$ cat src/rtl/fifo_rd_stream_if.sv
// FIFO read-port and valid/ready stream signals shared by fifo_rd_stream and its environment.
// The master side is the adapter; the slave side is the FIFO plus the downstream sink.
interface fifo_rd_stream_if #(parameter int length = 16);
  logic              FIFO_EMPTY;
  logic              FIFO_RD;
  logic [length-1:0] FIFO_DATA;
  logic [length-1:0] M_DATA;
  logic              M_VALID;
  logic              M_READY;
  logic              M_LAST;

  modport master (
    input  FIFO_EMPTY, FIFO_DATA, M_READY,
    output FIFO_RD, M_DATA, M_VALID, M_LAST
  );

  modport slave (
    output FIFO_EMPTY, FIFO_DATA, M_READY,
    input  FIFO_RD, M_DATA, M_VALID, M_LAST
  );
endinterface

$ cat src/rtl/fifo_rd_stream.sv
// Drains a 1-cycle-latency FIFO read port into a 3-entry skid buffer and presents it as a
// valid/ready stream, marking every PKT_LEN-th beat with M_LAST.
module fifo_rd_stream #(
  parameter int length  = 16,
  parameter int PKT_LEN = 8
) (
  input logic              CLK,
  input logic              RESETN,
  fifo_rd_stream_if.master bus
);
  localparam logic [15:0] LAST_BEAT = 16'(PKT_LEN - 1);

  logic [1:0]        occ_q, occ_d;
  logic              inflight_q;
  logic [1:0]        head_q, head_d;
  logic [1:0]        tail_q, tail_d;
  logic [15:0]       beat_q, beat_d;
  logic [length-1:0] mem_q [3];

  logic rd, pop, vld;

  function automatic logic [1:0] inc3(input logic [1:0] p);
    return (p == 2'd2) ? 2'd0 : p + 2'd1;
  endfunction

  // Issue only when a slot is reserved for the word; M_READY never feeds this.
  assign rd  = !bus.FIFO_EMPTY && (({1'b0, occ_q} + {2'b00, inflight_q}) < 3'd3);
  assign vld = (occ_q != 2'd0);
  assign pop = vld && bus.M_READY;

  always_comb begin
    occ_d  = occ_q;
    head_d = head_q;
    tail_d = tail_q;
    beat_d = beat_q;
    case ({inflight_q, pop})
      2'b10:   occ_d = occ_q + 2'd1;
      2'b01:   occ_d = occ_q - 2'd1;
      default: occ_d = occ_q;
    endcase
    if (inflight_q) tail_d = inc3(tail_q);
    if (pop) begin
      head_d = inc3(head_q);
      beat_d = (beat_q == LAST_BEAT) ? 16'd0 : beat_q + 16'd1;
    end
  end

  always_ff @(posedge CLK) begin
    if (!RESETN) begin
      occ_q      <= 2'd0;
      inflight_q <= 1'b0;
      head_q     <= 2'd0;
      tail_q     <= 2'd0;
      beat_q     <= 16'd0;
    end else begin
      occ_q      <= occ_d;
      inflight_q <= rd;
      head_q     <= head_d;
      tail_q     <= tail_d;
      beat_q     <= beat_d;
    end
  end

  // Storage is never reset; occupancy alone decides which entries are live.
  always_ff @(posedge CLK) begin
    if (inflight_q) mem_q[tail_q] <= bus.FIFO_DATA;
  end

  assign bus.FIFO_RD = rd;
  assign bus.M_VALID = vld;
  assign bus.M_DATA  = mem_q[head_q];
  assign bus.M_LAST  = vld && (beat_q == LAST_BEAT);
endmodule

$ cat src/flat_wrapper.sv
// flat-port wrapper written by rule: the top's interface ports become plain ports
module fifo_rd_stream_flat 
#(
  parameter int length  = 16,
  parameter int PKT_LEN = 8
)
  (CLK, RESETN, bus_FIFO_EMPTY, bus_FIFO_DATA, bus_M_READY, bus_FIFO_RD, bus_M_DATA, bus_M_VALID, bus_M_LAST);
  fifo_rd_stream_if #(.length(length)) bus_i ();
  input logic CLK;
  input logic RESETN;
  input wire logic [$bits(bus_i.FIFO_EMPTY)-1:0] bus_FIFO_EMPTY;
  input wire logic [$bits(bus_i.FIFO_DATA)-1:0] bus_FIFO_DATA;
  input wire logic [$bits(bus_i.M_READY)-1:0] bus_M_READY;
  output wire logic [$bits(bus_i.FIFO_RD)-1:0] bus_FIFO_RD;
  output wire logic [$bits(bus_i.M_DATA)-1:0] bus_M_DATA;
  output wire logic [$bits(bus_i.M_VALID)-1:0] bus_M_VALID;
  output wire logic [$bits(bus_i.M_LAST)-1:0] bus_M_LAST;
  assign bus_i.FIFO_EMPTY = bus_FIFO_EMPTY;
  assign bus_i.FIFO_DATA = bus_FIFO_DATA;
  assign bus_i.M_READY = bus_M_READY;
  assign bus_FIFO_RD = bus_i.FIFO_RD;
  assign bus_M_DATA = bus_i.M_DATA;
  assign bus_M_VALID = bus_i.M_VALID;
  assign bus_M_LAST = bus_i.M_LAST;
  fifo_rd_stream #(.length(length), .PKT_LEN(PKT_LEN)) u_core (.CLK(CLK), .RESETN(RESETN), .bus(bus_i));
endmodule
$ cat config.mk
export PLATFORM = sky130hd
export DESIGN_NAME = fifo_rd_stream_flat
export DESIGN_NICKNAME = d
export VERILOG_FILES = /design/src/rtl/fifo_rd_stream_if.sv /design/src/rtl/fifo_rd_stream.sv /design/src/flat_wrapper.sv
export SDC_FILE = /design/constraint.sdc
export NUM_CORES = 1
export LEC_CHECK = 0
export BUFFER_PORTS_ARGS = -buffer_cell sky130_fd_sc_hd__buf_2
export CORE_UTILIZATION = 56
export CTS_CLUSTER_SIZE = 40
export DETAILED_ROUTE_END_ITERATION = 12
export GPL_TIMING_DRIVEN = 0
export PLACE_DENSITY = 0.78
export REMOVE_ABC_BUFFERS = 1
export SETUP_SLACK_MARGIN = 0.15
export SYNTH_ARGS = -nofsm -noshare
export SYNTH_HDL_FRONTEND = slang
export SYNTH_SLANG_ARGS = --single-unit
$ cat constraint.sdc
create_clock -name CLK -period 2.4 [get_ports CLK]
set_input_delay 0.36 -clock CLK [delete_from_list [all_inputs] [get_ports CLK]]
set_output_delay 0.36 -clock CLK [all_outputs]
set_load 0.02 [all_outputs]
==> results.py, run 1 <==
metrics = {
    "worst_setup_path": {
        "crit_buf_inv": 1,
        "path_depth": 5,
        "rr_endpoint": "u_core.beat_q[11]",
        "worstSetupStartpointType": "flip-flop",
        "path_cells": "ha_1, nor4b_2, nand4_1, nor2b_1, buf_2",
        "end_kind": "primary output",
        "arrival_ps": 1710,
        "crit_start": "u_core.beat_q[0]",
        "r2r_start": "u_core.beat_q[0]",
        "reg2reg_depth": 6,
        "required_ps": 2040,
        "cpPeakStageDelay_ps": 370,
        "cpLargestDelayFamily": "simple AND/OR/NAND/NOR gates",
        "r2r_slack_ps": 480,
        "crit_end": "bus_M_LAST",
        "crit_slowest_cell": "dfxtp_1",
        "path_class": "reg2out",
        "path_max_fanout": 4,
    },
    "route": {
        "vias_per_cell": 5.336,
        "via_count": 1873,
        "drcViolationCount": 0,
        "drt_iter0_drc": 84,
        "wl_um": 5072,
        "routedWlPerCell_um": 14.45,
        "dr.pass1.iters": 4,
        "ant_nets": 0,
    },
    "power": {
        "power_leakage_nw": 1.215,
        "peakVddDrop_mv": 0.6517,
        "power_density_nw_per_um2": 910.6,
    },
    "synth": {
        "yosysSeqAreaShare_pct": 66.16,
        "synth_most_common_cell": "edfxtp_1",
        "async_reset_ff_share_pct": 0,
        "synth_seq_cells": 73,
        "synth_cell_types": 38,
        "synth_edf_count": 48,
        "ys.warnings.count": 0,
        "yosysTopAreaCell": "edfxtp_1",
        "synth_area_um2": 2935,
        "yosys_most_used_dff": "edfxtp_1",
        "synth_area_leaders": "edfxtp_1, dfxtp_1, mux2i_1",
        "netlist.area_leader.share_pct": 49.10,
        "synth_cells": 233,
        "synth_commonest_cells": "edfxtp_1, nand2_1, dfxtp_1",
        "syn_area_per_cell_um2": 12.60,
    },
    "finish": {
        "fin_nets": 303,
        "diodes": 0,
        "final_cell_area_um2": 3487,
        "drive_above_1_share_pct": 25.35,
        "stdcell_count": 351,
        "areaGrowthSynthToFinish_pct": 18.80,
    },
    "floorplanning": {
        "dieArea_um2": 5535,
        "die_h_um": 74.40,
        "io_pins": 39,
        "start_util_pct": 60.15,
        "core_area_um2": 4880,
        "rows": 25,
        "die_w_um": 74.40,
    },
    "placed_design": {
        "post_dp_cell_area_um2": 3217,
        "place_hpwl_um": 3317,
        "portBuffers": 38,
        "placed_cells": 333,
        "place_congestion": 0.8157,
    },
    "clock_tree": {
        "insertion_delay_ps": 340,
        "clockRootBuffer": "clkbuf_8",
        "hold_buffers": 0,
        "cts_sinks": 73,
        "cts_buffer_depth": 2,
        "cts_buffers": 9,
        "path_clk_slew_ps": 80,
        "htreeDepth": 3,
        "cts_tree": "built",
    },
    "sta": {
        "fmax_mhz": 483.1,
        "setup_violations": 0,
        "slew_headroom_pct": 32.63,
        "hold_viol": 0,
        "finalClockSkew_ps": 4.034,
        "rsz0062_at_grt": "no",
        "slew_viol_final": 0,
        "worst_pin_slew_ps": 1007,
        "setup-tns-final_ps": 0,
        "period_minus_slack_ps": 2070,
        "period_share_pct": 86.25,
    },
    "job": {
        "max_cap_violations": 0,
    },
    "grt": {
        "grt_max_degree": 33,
        "antenna_found_initial": 0,
        "gr-total-overflow": 0,
        "grt_pass1_vias": 1693,
        "grt_use_total_pct": 19.92,
        "grt_first_pass_wirelength_um": 7817,
    },
    "hold_path": {
        "hp-class": "in2reg",
    },
    "status": {
        "status": "finished clean",
    },
}
[cells in the final DEF (no fill, tap or decap), types with 2 or more instances in the layout]
cell / instances
xnor2_1: 5
buf_2: 38
o31ai_1: 2
and2_1: 2
nor2b_1: 4
a21oi_1: 6
buf_6: 3
o21ai_2: 2
and3_1: 2
nor4_1: 2
nand4_1: 5
clkinv_2: 2
nor2_1: 14
edfxtp_1: 48
ha_1: 4
buf_4: 2
nand3_1: 3
a21boi_0: 4
dfxtp_1: 22
clkbuf_8: 9
mux2i_1: 16
or4_1: 2
o21ai_0: 19
dfxtp_2: 3
xor2_1: 7
inv_1: 3
nor3_1: 7
nand2_1: 29
bufinv_16: 3
[flip-flops by register name, summed over array words and instances (netlist names), named ones only]
| signal | flops |
|---|---|
| u_core.mem_q | 48 |
| u_core.beat_q | 16 |
| u_core.head_q | 2 |
| u_core.occ_q | 2 |
| u_core.tail_q | 2 |
| u_core.inflight_q | 1 |
[stage by stage]
stage          util (%)  setup slack, ps  total power, mW  hold WS (ps)
3_5_place_dp      65.92            189.3            2.060         475.5
3_3_place_gp      65.03           -423.7            2.034         468.4
5_1_grt           71.46            215.3            3.317         195.5
2_1_floorplan         -            268.0            1.878         458.9
4_1_cts           70.90            203.1            3.193         207.3
6_report          71.46            330.0            3.175         214.4
[layout make-up]
class / count / area (um2)
inverter: 3 / 11.26
fill: 364 / 1393
clock buffer: 9 / 123.9
tap: 67 / 83.83
multi-input combinational: 149 / 965.9
sequential: 73 / 1946
clock inverter: 7 / 117.6
timing repair buffer: 43 / 239.0
[repair_timing]
action                     CTS  global route
pin swaps                    0             1
gates resized for setup      1             4
buffers inserted             0             2
setup endpoints to repair    9            20
gates cloned                 0             0
[metal layers]
metal / vias up / global-route usage (%) / wire length [um] / part of all wire [%]
met5: - / 0 / 0 / 0
met4: 0 / 10.48 / 76 / 1.5
met3: 12 / 6.233 / 208 / 4.1
met2: 49 / 32.63 / 2487 / 49
met1: 866 / 23.56 / 2300 / 45
li1: 946 / - / - / -
[how the worst min path moves through the flow]
stage                                 start  cells past startpoint  slack [ps]                   to
final                      bus_FIFO_DATA[9]                      1         210   u_core.mem_q[2][9]
after global routing      bus_FIFO_DATA[15]                      1         200  u_core.mem_q[1][15]
after CTS                  bus_FIFO_DATA[9]                      1         210   u_core.mem_q[2][9]
after detailed placement   u_core.beat_q[1]                      2         480     u_core.beat_q[1]
after global placement     u_core.beat_q[1]                      2         470     u_core.beat_q[1]
after floorplan            bus_FIFO_DATA[0]                      0         460   u_core.mem_q[0][0]
[cell families after synthesis]
logic type / Yosys count / share of synthesized area, %
AND/OR/NAND/NOR: 81 / 14.15
flip-flops: 73 / 66.16
AO/OA/AOI/OAI: 36 / 7.331
multiplexers: 16 / 5.456
XOR/XNOR: 12 / 3.581
buffers and inverters: 11 / 1.620
adder cells (fa/ha/maj): 4 / 1.705
[where the power goes]
group | internal (mW) | switching (mW)
combinational | 0.218 | 0.284
clock | 0.692 | 0.454
sequential | 1.42 | 0.111
total | 2.33 | 0.848
Note: power is estimated with default switching activity, not from simulation.
==> run 2: changes to the inputs <==
--- a/config.mk
+++ b/config.mk
@@ -10,6 +10,7 @@
 export CTS_CLUSTER_SIZE = 40
 export DETAILED_ROUTE_END_ITERATION = 12
 export GPL_TIMING_DRIVEN = 0
+export MAX_ROUTING_LAYER = met4
 export PLACE_DENSITY = 0.78
 export REMOVE_ABC_BUFFERS = 1
 export SETUP_SLACK_MARGIN = 0.15
==> results.py, run 2 (synthesized netlist as in run 1, its figures left out) <==
metrics = {
    "status": {
        "status": "finished clean",
    },
    "placed_design": {
        "post_dp_cell_area_um2": 3217,
        "portBuffers": 38,
        "place_hpwl_um": 3317,
        "place_congestion": 0.8279,
        "placed_cells": 333,
    },
    "finish": {
        "fin_nets": 303,
        "areaGrowthSynthToFinish_pct": 18.80,
        "stdcell_count": 351,
        "layout_commonest_cell": "edfxtp_1",
        "finish.utilization_pct": 71.46,
        "final_cell_area_um2": 3487,
        "largest_reg_flops": 48,
        "mostFrequentLayoutCells": "edfxtp_1, buf_2, nand2_1",
        "diodes": 0,
        "drive_above_1_share_pct": 25.35,
        "reg_top3": "u_core.mem_q: 48 flops, u_core.beat_q: 16 flops",
        "top_register": "u_core.mem_q",
    },
    "power": {
        "peakVddDrop_mv": 0.6517,
        "p_sw_share_pct": 26.71,
        "pwr-share-comb_pct": 15.8,
        "clkPwrFrac_pct": 36.1,
        "power_leakage_nw": 1.215,
        "power_density_nw_per_um2": 910.7,
        "seq_power_share_pct": 48.1,
        "intPower_mw": 2.327,
        "total_power_mw": 3.176,
        "p_switching_mw": 0.8483,
    },
    "floorplanning": {
        "rows": 25,
        "dieArea_um2": 5535,
        "core_area_um2": 4880,
        "die_w_um": 74.40,
        "io_pins": 39,
        "start_util_pct": 60.15,
        "die_h_um": 74.40,
    },
    "route": {
        "routedWlPerCell_um": 14.47,
        "vias_per_cell": 5.330,
        "ant_nets": 0,
        "dr.pass1.iters": 4,
        "wl_um": 5078,
        "drt_iter0_drc": 85,
        "drcViolationCount": 0,
        "via_count": 1871,
    },
    "sta": {
        "worst_pin_slew_ps": 985.1,
        "slew_headroom_pct": 34.08,
        "finalClockSkew_ps": 3.868,
        "slew_viol_final": 0,
        "fmax_mhz": 483.9,
        "hold_viol": 0,
        "whs_ps": 213.8,
        "rsz0062_at_grt": "no",
        "setup_violations": 0,
        "period_share_pct": 86.11,
        "period_minus_slack_ps": 2067,
    },
    "worst_setup_path": {
        "path_max_fanout": 4,
        "reg2reg_depth": 6,
        "r2r_slack_ps": 490,
        "worstSetupStartpointType": "flip-flop",
        "path_class": "reg2out",
        "required_ps": 2040,
        "end_kind": "primary output",
        "r2r_start": "u_core.beat_q[0]",
        "rr_endpoint": "u_core.beat_q[11]",
        "arrival_ps": 1710,
    },
    "clock_tree": {
        "cts_buffer_depth": 2,
        "hold_buffers": 0,
        "htreeDepth": 3,
        "cts_tree": "built",
        "clockRootBuffer": "clkbuf_8",
        "cts_sinks": 73,
        "cts_buffers": 9,
        "insertion_delay_ps": 340,
        "path_clk_slew_ps": 80,
    },
    "hold_path": {
        "hp-class": "in2reg",
        "whs_path_depth": 1,
        "min_from": "bus_FIFO_DATA[9]",
        "hold_end": "u_core.mem_q[2][9]",
    },
    "grt": {
        "gr-total-overflow": 0,
        "met1_usage_pct": 23.56,
        "grt_first_pass_wirelength_um": 7831,
        "antenna_found_initial": 0,
        "grt.busiest_layer": "met2",
        "grt_pass1_vias": 1693,
        "grt_max_degree": 33,
        "met3_usage_pct": 5.420,
        "grt_use_total_pct": 20.48,
        "met2_usage_pct": 32.63,
    },
    "job": {
        "max_cap_violations": 0,
    },
}
==> run 2: critical path, cell delays in order (launching register included) <==
cell and delay [ps]:
dfxtp_1 380, ha_1 240, nor4b_2 240, nand4_1 200, nor2b_1 150, buf_2 170
==> run 2: what timing repair did <==
action                     CTS  global route
resized for setup            1             4
setup endpoints to repair    9            20
buffers inserted             0             2
pin swaps                    0             1
==> run 2: routing by layer <==
layer / share of wire, % / routed length (um)
met4: 2.4 / 120
met5: 0 / 0
met2: 50 / 2521
met1: 45 / 2280
met3: 3.1 / 156
==> run 2: power by group through the flow <==
stage | Combinational [mW] | Sequential (mW) | Clock (mW)
5_1_grt | 0.548 | 1.54 | 1.22
6_report | 0.502 | 1.53 | 1.15
4_1_cts | 0.504 | 1.53 | 1.16
3_3_place_gp | 0.485 | 1.55 | 0
2_1_floorplan | 0.355 | 1.52 | 0
3_5_place_dp | 0.506 | 1.55 | 0
==> run 2: layout make-up <==
type / count / area [um2]
timing repair buffer: 43 / 239.0
tap: 67 / 83.83
clock inverter: 7 / 117.6
clock buffer: 9 / 123.9
inverter: 3 / 11.26
multi-input combinational: 149 / 965.9
fill: 364 / 1393
sequential: 73 / 1946
==> run 2: worst max path at each step <==
stage                     slack (ps)         startpoint  cells past startpoint                 end
after CTS                        200   u_core.beat_q[0]                      5   u_core.beat_q[11]
after global placement          -420  u_core.inflight_q                      2  u_core.mem_q[1][2]
after floorplan                  270  u_core.inflight_q                      2  u_core.mem_q[1][0]
final                            330   u_core.beat_q[0]                      5          bus_M_LAST
after global routing             220   u_core.beat_q[0]                      5          bus_M_LAST
after detailed placement         190   u_core.beat_q[0]                      5   u_core.beat_q[11]
==> run 2: stage by stage <==
step | TNS, ps | setup slack, ps
after floorplan | 0 | 268.0
after global routing | 0 | 218.7
after CTS | 0 | 203.1
after global placement | -12550 | -423.7
after detailed placement | 0 | 189.3
final | 0 | 333.4
==> run 3: changes to the inputs <==
--- a/config.mk
+++ b/config.mk
@@ -12,7 +12,6 @@
 export GPL_TIMING_DRIVEN = 0
 export MAX_ROUTING_LAYER = met4
 export PLACE_DENSITY = 0.78
-export REMOVE_ABC_BUFFERS = 1
 export SETUP_SLACK_MARGIN = 0.15
 export SYNTH_ARGS = -nofsm -noshare
 export SYNTH_HDL_FRONTEND = slang
==> results.py, run 3 (synthesized netlist as in run 1, its figures left out) <==
metrics = {
    "worst_setup_path": {
        "worstSetupStartpointType": "flip-flop",
        "path_class": "reg2out",
        "arrival_ps": 1770,
        "path_max_fanout": 4,
        "required_ps": 2040,
        "end_kind": "primary output",
    },
    "floorplanning": {
        "io_pins": 39,
        "core_area_um2": 4880,
        "die_w_um": 74.40,
        "rows": 25,
        "die_h_um": 74.40,
        "dieArea_um2": 5535,
        "start_util_pct": 60.15,
    },
    "placed_design": {
        "portBuffers": 38,
        "post_dp_cell_area_um2": 3242,
        "place_congestion": 0.8358,
        "placed_cells": 340,
        "place_hpwl_um": 3464,
    },
    "sta": {
        "period_share_pct": 88.72,
        "worst_pin_slew_ps": 785.5,
        "rsz0062_at_grt": "no",
        "hold_viol": 0,
        "period_minus_slack_ps": 2129,
        "setup_violations": 0,
        "slew_headroom_pct": 47.35,
        "slew_viol_final": 0,
        "finalClockSkew_ps": 7.348,
        "fmax_mhz": 469.7,
    },
    "finish": {
        "final_cell_area_um2": 3493,
        "fillers": 347,
        "top_register": "u_core.mem_q",
        "reg_top3": "u_core.mem_q: 48 flops, u_core.beat_q: 16 flops",
        "layout_commonest_cell": "edfxtp_1",
        "fin_nets": 309,
        "drive_above_1_share_pct": 23.10,
        "areaGrowthSynthToFinish_pct": 19.01,
        "largest_reg_flops": 48,
        "stdcell_count": 357,
        "mostFrequentLayoutCells": "edfxtp_1, buf_2, nand2_1",
        "diodes": 0,
    },
    "power": {
        "power_density_nw_per_um2": 909.4,
        "power_leakage_nw": 1.219,
        "total_power_mw": 3.177,
        "peakVddDrop_mv": 0.6606,
    },
    "clock_tree": {
        "clockRootBuffer": "clkbuf_8",
        "cts_sinks": 73,
        "cts_buffers": 9,
        "htreeDepth": 3,
        "cts_buffer_depth": 2,
        "post_cts_buffers": 0,
        "insertion_delay_ps": 340,
        "cts_tree": "built",
        "path_clk_slew_ps": 70,
    },
    "grt": {
        "grt_max_degree": 17,
        "antenna_found_initial": 0,
        "grt_pass1_vias": 1761,
        "gr-total-overflow": 0,
        "grt_first_pass_wirelength_um": 8107,
        "grt_use_total_pct": 21.25,
    },
    "job": {
        "max_cap_violations": 0,
    },
    "route": {
        "vias_per_cell": 5.367,
        "ant_nets": 0,
        "routedWlPerCell_um": 14.69,
        "wl_um": 5243,
        "drt_iter0_drc": 99,
        "dr.pass1.iters": 4,
        "via_count": 1916,
        "drcViolationCount": 0,
    },
    "status": {
        "status": "finished clean",
    },
    "hold_path": {
        "hp-class": "in2reg",
    },
    "synth": {
        "syn-num-nets": 257,
    },
}
run 3: per-layer routing:
metal | GRT usage, % | wire [um] | share of wire (%)
met1 | 24.37 | 2272 | 43
met2 | 33.83 | 2563 | 49
met3 | 7.995 | 300 | 5.7
met4 | 8.176 | 107 | 2.0
met5 | - | 0 | 0
run 3: final cells by class:
class | instances | area [um2] | area share [%]
Timing Repair Buffer | 41 | 220.2 | 6.304
Buffer | 8 | 40.04 | 1.146
Clock inverter | 6 | 106.4 | 3.044
Multi-Input combinational cell | 149 | 962.2 | 27.54
Sequential cell | 73 | 1942 | 55.59
Clock buffer | 10 | 127.6 | 3.653
Tap cell | 67 | 83.83 | 2.400
Inverter | 3 | 11.26 | 0.3223
run 3: power breakdown:
part	internal, mW	switching [mW]
clock	0.685	0.425
combinational	0.239	0.372
sequential	1.41	0.0424
total	2.34	0.839
run 3: stage by stage:
stage	utilization [%]	worst slack (ps)	hold slack, ps	TNS (ps)
final	71.59	270.8	220.3	0
after global routing	71.59	168.3	203.4	0
after CTS	71.26	166.2	210.4	0
after detailed placement	66.44	398.4	485.3	0
after global placement	65.77	-502.7	467.2	-14560
after floorplan	-	268.0	458.9	0
run 3: path summary, 6_finish.rpt:
kind	startpoint	end	slack, ps	cells after the start
min	bus_FIFO_DATA[8]	u_core.mem_q[2][8]	220	1
max	u_core.beat_q[0]	bus_M_LAST	270	5
min reg2reg	u_core.beat_q[1]	u_core.beat_q[1]	490	2
max reg2reg	u_core.occ_q[0]	u_core.occ_q[1]	460	6
run 3: critical path, cell delays in order (launching register included):
cell	delay, ps
dfxtp_1	380
ha_1	260
nor4b_2	220
nand4_1	250
nor2b_1	160
buf_2	170
run 3: repair_timing:
action | CTS | global route
endpoints found under the setup margin | 10 | 3
pin swaps | 0 | 1
hold buffers | 0 | 0
gates resized for setup | 1 | 2
